## config.mk

```make
export PLATFORM = sky130hd
export DESIGN_NAME = hazard_control_unit
export DESIGN_NICKNAME = d
export VERILOG_FILES = /design/src/rtl/hazard_control_unit.sv
export SDC_FILE = /design/constraint.sdc
export NUM_CORES = 1
export LEC_CHECK = 0
export CAP_MARGIN = 20
export CORE_MARGIN = 5
export CORE_UTILIZATION = 47
export CTS_BUF_LIST = sky130_fd_sc_hd__clkbuf_2 sky130_fd_sc_hd__clkbuf_4 sky130_fd_sc_hd__clkbuf_8
export DETAILED_ROUTE_END_ITERATION = 7
export MAX_ROUTING_LAYER = met4
export PLACE_DENSITY = 0.93
export SYNTH_ARGS = -nofsm -noshare
export SYNTH_HDL_FRONTEND = slang
export SYNTH_SLANG_ARGS = --single-unit
export TNS_END_PERCENT = 20
```

## constraint.sdc

```tcl
create_clock -name clock -period 2.84 [get_ports clock]
set_clock_uncertainty 0.1 [all_clocks]
set_input_delay 0.568 -clock clock [delete_from_list [all_inputs] [get_ports clock]]
set_output_delay 0.568 -clock clock [all_outputs]
set_load 0.02 [all_outputs]
```

## src/rtl/hazard_control_unit.sv

```systemverilog
// Pipeline sequencing controller: resolves taken-branch, mul/div, load-use and
// halt hazards in fixed priority and keeps a saturating stall-cycle counter.
module hazard_control_unit #(
  parameter int REG_ADDR_W    = 4,
  parameter int MULDIV_CYCLES = 4
) (
  input  logic                  clock,
  input  logic                  reset,
  input  logic [REG_ADDR_W-1:0] id_rs1,
  input  logic [REG_ADDR_W-1:0] id_rs2,
  input  logic                  id_uses_rs1,
  input  logic                  id_uses_rs2,
  input  logic                  id_halt,
  input  logic                  ex_mem_read,
  input  logic [REG_ADDR_W-1:0] ex_rd,
  input  logic                  ex_muldiv,
  input  logic                  ex_branch_taken,
  output logic                  if_pc_stop,
  output logic                  if_pc_mux,
  output logic                  if_id_hold,
  output logic                  if_id_flush,
  output logic                  id_ex_bubble,
  output logic                  ex_hold,
  output logic                  ex_mem_bubble,
  output logic                  halted,
  output logic [15:0]           stall_cycles
);

  localparam int CNT_W = (MULDIV_CYCLES > 2) ? $clog2(MULDIV_CYCLES) : 1;
  localparam logic [CNT_W-1:0] CNT_LOAD = CNT_W'(MULDIV_CYCLES - 2);

  typedef enum logic [1:0] {
    RUN    = 2'd0,
    MULDIV = 2'd1,
    HALT   = 2'd2
  } state_t;

  state_t           state_q, state_d;
  logic [CNT_W-1:0] cnt_q, cnt_d;
  logic             halted_q;
  logic [15:0]      stall_q;
  logic             load_use;

  assign load_use = ex_mem_read &&
                    ((id_uses_rs1 && (id_rs1 == ex_rd)) ||
                     (id_uses_rs2 && (id_rs2 == ex_rd)));

  always_comb begin
    state_d       = state_q;
    cnt_d         = cnt_q;
    if_pc_stop    = 1'b0;
    if_pc_mux     = 1'b0;
    if_id_hold    = 1'b0;
    if_id_flush   = 1'b0;
    id_ex_bubble  = 1'b0;
    ex_hold       = 1'b0;
    ex_mem_bubble = 1'b0;
    if (!reset) begin
      case (state_q)
        RUN: begin
          if (ex_branch_taken) begin
            if_pc_mux    = 1'b1;
            if_id_flush  = 1'b1;
            id_ex_bubble = 1'b1;
          end else if (ex_muldiv) begin
            if_pc_stop    = 1'b1;
            if_id_hold    = 1'b1;
            ex_hold       = 1'b1;
            ex_mem_bubble = 1'b1;
            state_d       = MULDIV;
            cnt_d         = CNT_LOAD;
          end else if (load_use) begin
            if_pc_stop   = 1'b1;
            if_id_hold   = 1'b1;
            id_ex_bubble = 1'b1;
          end else if (id_halt) begin
            if_pc_stop   = 1'b1;
            if_id_hold   = 1'b1;
            id_ex_bubble = 1'b1;
            state_d      = HALT;
          end
        end
        MULDIV: begin
          // cnt==0 is the cycle the mul/div result leaves EX, so nothing stalls
          if (cnt_q != '0) begin
            if_pc_stop    = 1'b1;
            if_id_hold    = 1'b1;
            ex_hold       = 1'b1;
            ex_mem_bubble = 1'b1;
            cnt_d         = cnt_q - CNT_W'(1);
          end else begin
            state_d = RUN;
          end
        end
        HALT: begin
          if_pc_stop   = 1'b1;
          if_id_hold   = 1'b1;
          id_ex_bubble = 1'b1;
        end
        default: state_d = RUN;
      endcase
    end
  end

  always_ff @(posedge clock) begin
    if (reset) begin
      state_q  <= RUN;
      cnt_q    <= '0;
      halted_q <= 1'b0;
      stall_q  <= 16'd0;
    end else begin
      state_q  <= state_d;
      cnt_q    <= cnt_d;
      halted_q <= (state_d == HALT);
      // HALT cycles are not stalls; only the halt-detect cycle counts
      if (if_pc_stop && (state_q != HALT) && (stall_q != 16'hFFFF))
        stall_q <= stall_q + 16'd1;
    end
  end

  assign halted       = halted_q && !reset;
  assign stall_cycles = reset ? 16'd0 : stall_q;

endmodule

```

After elaboration in Yosys (flattened, before gate mapping)
Cells that the tools add are included.

Bits in registers: 21. Latch bits: 0. Bits in writable memories: 0. ROM bits: 0. Input bits: 20. Output and inout bits: 24. Logic and storage cells: 58. Memories: 0.

Add/subtract/negate cells: 2. $mul: 0. Divide/modulo/power cells: 0. Magnitude comparators: 0. Equal/unequal tests: 10. Shift-type cells: 0. Multiplexer cells: 30. Bitwise operators: 0. Reductions and logical operators: 12.

Operators by type and width (number): $mux W2 (9); $add A16 B1 Y16 const B (1); $mux W16 (1); $ne A16 B16 Y1 const B (1); $mux W1 (15); $eq A4 B4 Y1 (2); $ne A2 B2 Y1 const B (4); $logic_and A1 B1 Y1 (6); $pmux W2 S3 (1); $eq A2 B2 Y1 const B (2); $pmux W1 S2 (2); $pmux W2 S2 (1); $reduce_and A4 Y1 (1); $reduce_bool A2 Y1 (2); $pmux W1 S3 (1); $eq A2 B1 Y1 const B (1); $logic_not A2 Y1 (1); $sub A2 B1 Y2 const B (1); $logic_not A1 Y1 (1); $logic_or A1 B1 Y1 (1).

Longest topological paths before layout
Depth in word-level cells: 11. Depth in mapped cells: 9. Mapped depth without buffers: 9.

Least setup slack after synthesis
No wires, ideal clock.

Path kind: input port to output port. Start point: input port id_rs1[3]. End point: output port if_pc_stop. Arrival: 2.064 ns. Required time: 2.172 ns. Setup slack: 0.108 ns. Cell stages on the path: 6. Path buffers: 1. Cells stage by stage: xor2_1 nor3_1 nand4_1 nor3b_2 a211oi_1 buf_4.

Word-level cells in the longest chain between the ends: 9.

Ends and longest elaborated chain: from (decl) (RTL line 9) `input logic [REG_ADDR_W-1:0] id_rs1,`; $eq A4 B4 Y1 (RTL line 45) `((id_uses_rs1 && (id_rs1 == ex_rd)) ||`; $logic_and A1 B1 Y1 (RTL line 45); $logic_or A1 B1 Y1 (RTL line 45); $logic_and A1 B1 Y1 (RTL line 44) `assign load_use = ex_mem_read &&`; $mux W1 (3 in series); $pmux W1 S3; $mux W1; to (decl) (RTL line 18) `output logic if_pc_stop,`.

No other way between the ends.

Worst setup path in the final report
Start point: input port id_rs1[3]. End point: output port if_id_hold.

Word-level cells in the longest chain between the ends: 9.

Ends and longest elaborated chain: $eq A4 B4 Y1 (RTL line 45); $logic_and A1 B1 Y1 (RTL line 45); $logic_or A1 B1 Y1 (RTL line 45); $logic_and A1 B1 Y1 (RTL line 44); $mux W1 (RTL line 72) `end else if (load_use) begin`; $mux W1 (RTL line 65) `end else if (ex_muldiv) begin`; $mux W1 (RTL line 61) `if (ex_branch_taken) begin`; $pmux W1 S3 (RTL line 59) `case (state_q)`; $mux W1 (RTL line 58) `if (!reset) begin`; to (decl) (RTL line 20) `output logic if_id_hold,`.

No other way between the ends.

==> impl_metrics.sql <==
INSERT INTO impl_metrics (metric_group, metric, value, unit) VALUES
('placement', 'gp_congestion', '0.839', ''),
('die', 'floorplan.core_area', '0.00273', 'mm²'),
('die', 'i_o_pins', '44', ''),
('power', 'total_power', '0.000594', 'W'),
('clocking', 'clkLatencyLatePin', '310', 'ps'),
('clocking', 'clk_pin_slew_worst_paths', '110', 'ps'),
('sta', 'tns', '0', 'ps'),
('die', 'initial_core_util', '48.4', '%'),
('setup_path', 'criticalPathCategory', 'input pin to primary output', ''),
('drt', 'drt_first_iter_violations', '48', ''),
('die', 'dieHeight', '63.0', 'µm'),
('synthesis', 'post_syn_instances', '159', ''),
('final_layout', 'drive_gt1_share', '15.8', '%'),
('drt', 'num_vias', '1263', ''),
('sta', 'final_period_minus_worst_setup_slack', '2760', 'ps'),
('power', 'power_density', '309', 'mW/mm²'),
('setup_path', 'crit_chain', 'clkdlybuf4s50_1 > xor2_1 > nor3_2 > nand4_1 > nor3b_4 > a211oi_2 > buf_4', ''),
('clocking', 'tritoncts_clock_tree', 'built', ''),
('flow_run', 'max_cap_viol_count', '0', ''),
('synthesis', 'synth_area', '0.00132', 'mm²'),
('global_route', 'global_route.usage.total', '16.5', '%'),
('clocking', 'quantity_of_hold_fixing_buffers_added_after_cts', '0', ''),
('setup_path', 'max_stage_delay', '410', 'ps'),
('synthesis', 'syn_nets', '181', ''),
('clocking', 'cts_root_buf', 'clkbuf_4', ''),
('synthesis', 'ys_types', '36', ''),
('synthesis', 'ys_ff_latch', '21', ''),
('drt', 'routed_wl', '3060', 'µm'),
('global_route', 'grt_antenna_before_repair', '0', ''),
('die', 'die_width', '63.0', 'µm'),
('final_layout', 'finalNetCount', '232', ''),
('sta', 'final_number_of_setup_violating_endpoints', '0', ''),
('final_layout', 'finish.instance_area', '0.00192', 'mm²'),
('drt', 'drt_pass_1_iters', '4', ''),
('sta', 'max_clock_freq', '362', 'MHz'),
('setup_path', 'critPathLaunchType', 'input pin', ''),
('drt', 'post_drt_wl_per_cell', '12.8', 'µm'),
('sta', 'worstMarginPinSlew', '446', 'ps'),
('sta', 'layout_worst_path_cycle_share', '97.2', '%'),
('sta', 'slew_headroom', '70.2', '%'),
('setup_path', 'largest_fanout_of_any_net_on_the_critical_path', '2', ''),
('global_route', 'grt_pass1_wl', '5370', 'µm'),
('clocking', 'max-clock-path-buffers', '2', ''),
('setup_path', 'crit_required', '2170', 'ps'),
('drt', 'detail-route-antenna-nets', '0', ''),
('global_route', 'grt_pass1_vias', '1237', ''),
('sta', 'final_hold_viol_count', '0', ''),
('sta', 'finalMaxSlewViolations', '0', ''),
('sta', 'timing.final.ws_setup', '79.0', 'ps'),
('placement', 'dp_worst_setup_slack', '-492', 'ps'),
('drt', 'drc', '0', ''),
('clocking', 'cts-buffers-inserted', '3', ''),
('min_path', 'hold_class', 'flip-flop to flip-flop', ''),
('final_layout', 'n_antenna_cell', '0', ''),
('placement', 'dpl.hpwl', '2380', 'µm'),
('power', 'p_leak', '0.945', 'nW'),
('synthesis', 'syn_area_per_cell', '8.32', 'µm²'),
('power', 'peakVddDrop', '0.236', 'mV'),
('final_layout', 'fillers', '202', ''),
('setup_path', 'setup.worst_path.end_class', 'primary output', ''),
('synthesis', 'synth.yosys.seq_area_share', '31.8', '%'),
('setup_path', 'cp_data_arrival_time', '2090', 'ps'),
('clocking', 'cts_max_level', '1', ''),
('run_status', 'result_of_the_run', 'finished, final reports clean', ''),
('placement', 'port_buffers', '43', ''),
('setup_path', 'timing.critical_path.slowest_stage_cell', 'clkdlybuf4s50_1', ''),
('die', 'row_count', '19', ''),
('clocking', 'cts.sink_count', '21', ''),
('global_route', 'grt_max_degree', '33', ''),
('die', 'die_area', '0.00397', 'mm²'),
('synthesis', 'synth-warning-count', '0', ''),
('final_layout', 'syn_to_final_growth', '45.1', '%'),
('drt', 'post_drt_via_cell_ratio', '5.26', ''),
('sta', 'fin_hold_ws', '382', 'ps'),
('clocking', 'post-cts-setup-buffer-count', '0', ''),
('placement', 'post_dp_cell_area', '0.00184', 'mm²'),
('global_route', 'grt_remaining_overflow', '0', '');
-- flip-flops by register name (all words and copies together) (netlist names) --
| register | count |
|---|---|
| halted_q | 1 |
| cnt_q | 2 |
| state_q | 2 |
| stall_q | 16 |
-- metal layers --
metal,GRT usage [%],wire (µm),up-vias
met5,-,0,-
met4,7.16,68,0
met3,2.52,126,7
li1,-,-,643
met1,19.6,1320,588
met2,27.2,1540,25
-- cells by family (layout without fill, tap and decap cells) --
kind of cell / Yosys count / in the layout / share of synthesized area, %
and+or+nand+nor: 81 / 81 / 34.2
DFF: 21 / 21 / 31.8
buffers and inverters: 17 / 67 / 6.34
AOI/OAI and AO/OA: 14 / 14 / 7.38
xor gates and xnor gates: 12 / 12 / 7.95
muxes: 12 / 12 / 10.4
adders and majority gates: 2 / 2 / 1.89
-- synthesized netlist by cell type, drive strengths merged --
library cell  number  area share, %
and3               6            2.8
o31a               1           0.66
o31ai              1           0.57
nor3               6            2.3
nor2              24            7.4
a22o               1           0.66
buf                5            2.9
and4               2            1.3
mux2              11            9.6
xor2               6            4.0
nand2              7            2.0
mux2i              1           0.76
o21a               1           0.57
xnor2              6            4.0
a21oi              4            1.8
nand4              5            3.3
o21ai              1           0.38
a211oi             4            2.3
nor3b              3            2.1
nor2b             16            7.6
inv                8            2.3
dfxtp             21             32
ha                 2            1.9
or4b               1           0.76
nand3             10            3.8
nor4               1           0.95
clkbuf             4            1.1
a31oi              1           0.47
-- worst paths after layout --
check                  start  slack [ps]         end  depth (start not counted)
setup / recovery   id_rs1[3]          80  if_id_hold                          7
setup reg to reg  stall_q[0]         590  stall_q[3]                          8
hold / removal      cnt_q[1]         380    cnt_q[1]                          2
hold reg to reg     cnt_q[1]         380    cnt_q[1]                          2
-- per-stage QoR --
| step | utilization, % | instances |
|---|---|---|
| final | 70.2 | 240 |
| after global placement | 67.3 | 236 |
| after global routing | 70.2 | 240 |
| after floorplan | - | 159 |
| after detailed placement | 67.3 | 236 |
| after CTS | 68.0 | 240 |
-- timing repair --
action / in CTS / in global routing
pin swaps: 1 / 3
gates resized for setup: 16 / 17
endpoints found under the setup margin: 4 / 12
hold endpoints to repair: 0 / 0
-- power by group --
group	internal [W]	total [W]	switching [W]
logic	0.0000703	0.000135	0.0000642
clock network	0.0000644	0.000155	0.0000902
registers	0.000300	0.000305	0.00000498
-- cell usage in the layout, fill, tap and decap left out, drive strengths merged, types with 6 or more instances in the layout --
master         synthesis  final
xnor2                  6      6
xor2                   6      6
and3                   6      6
buf                    5     15
inv                    8      8
dfxtp                 21     21
nor2b                 16     16
nand3                 10     10
mux2                  11     11
nor2                  24     24
nand2                  7      7
clkdlybuf4s50          0     28
nor3                   6      6
dlymetal6s2s           0     11
-- final cells by class --
class / count / area [µm²] / share of cell area (%)
Sequential cell: 21 / 420 / 21.9
Timing Repair Buffer: 55 / 549 / 28.6
Clock buffer: 4 / 30.0 / 1.56
Multi-Input combinational cell: 121 / 851 / 44.3
Inverter: 8 / 30.0 / 1.56
Tap cell: 31 / 38.8 / 2.02
-- worst max-delay path: cells and delay by family --
family                 cells  cell delay [ps]
AND/OR/NAND/NOR            3              500
XOR/XNOR                   1              170
AO/OA/AOI/OAI              1              260
buffers and inverters      2              590
(Power assumes the default switching activity.)
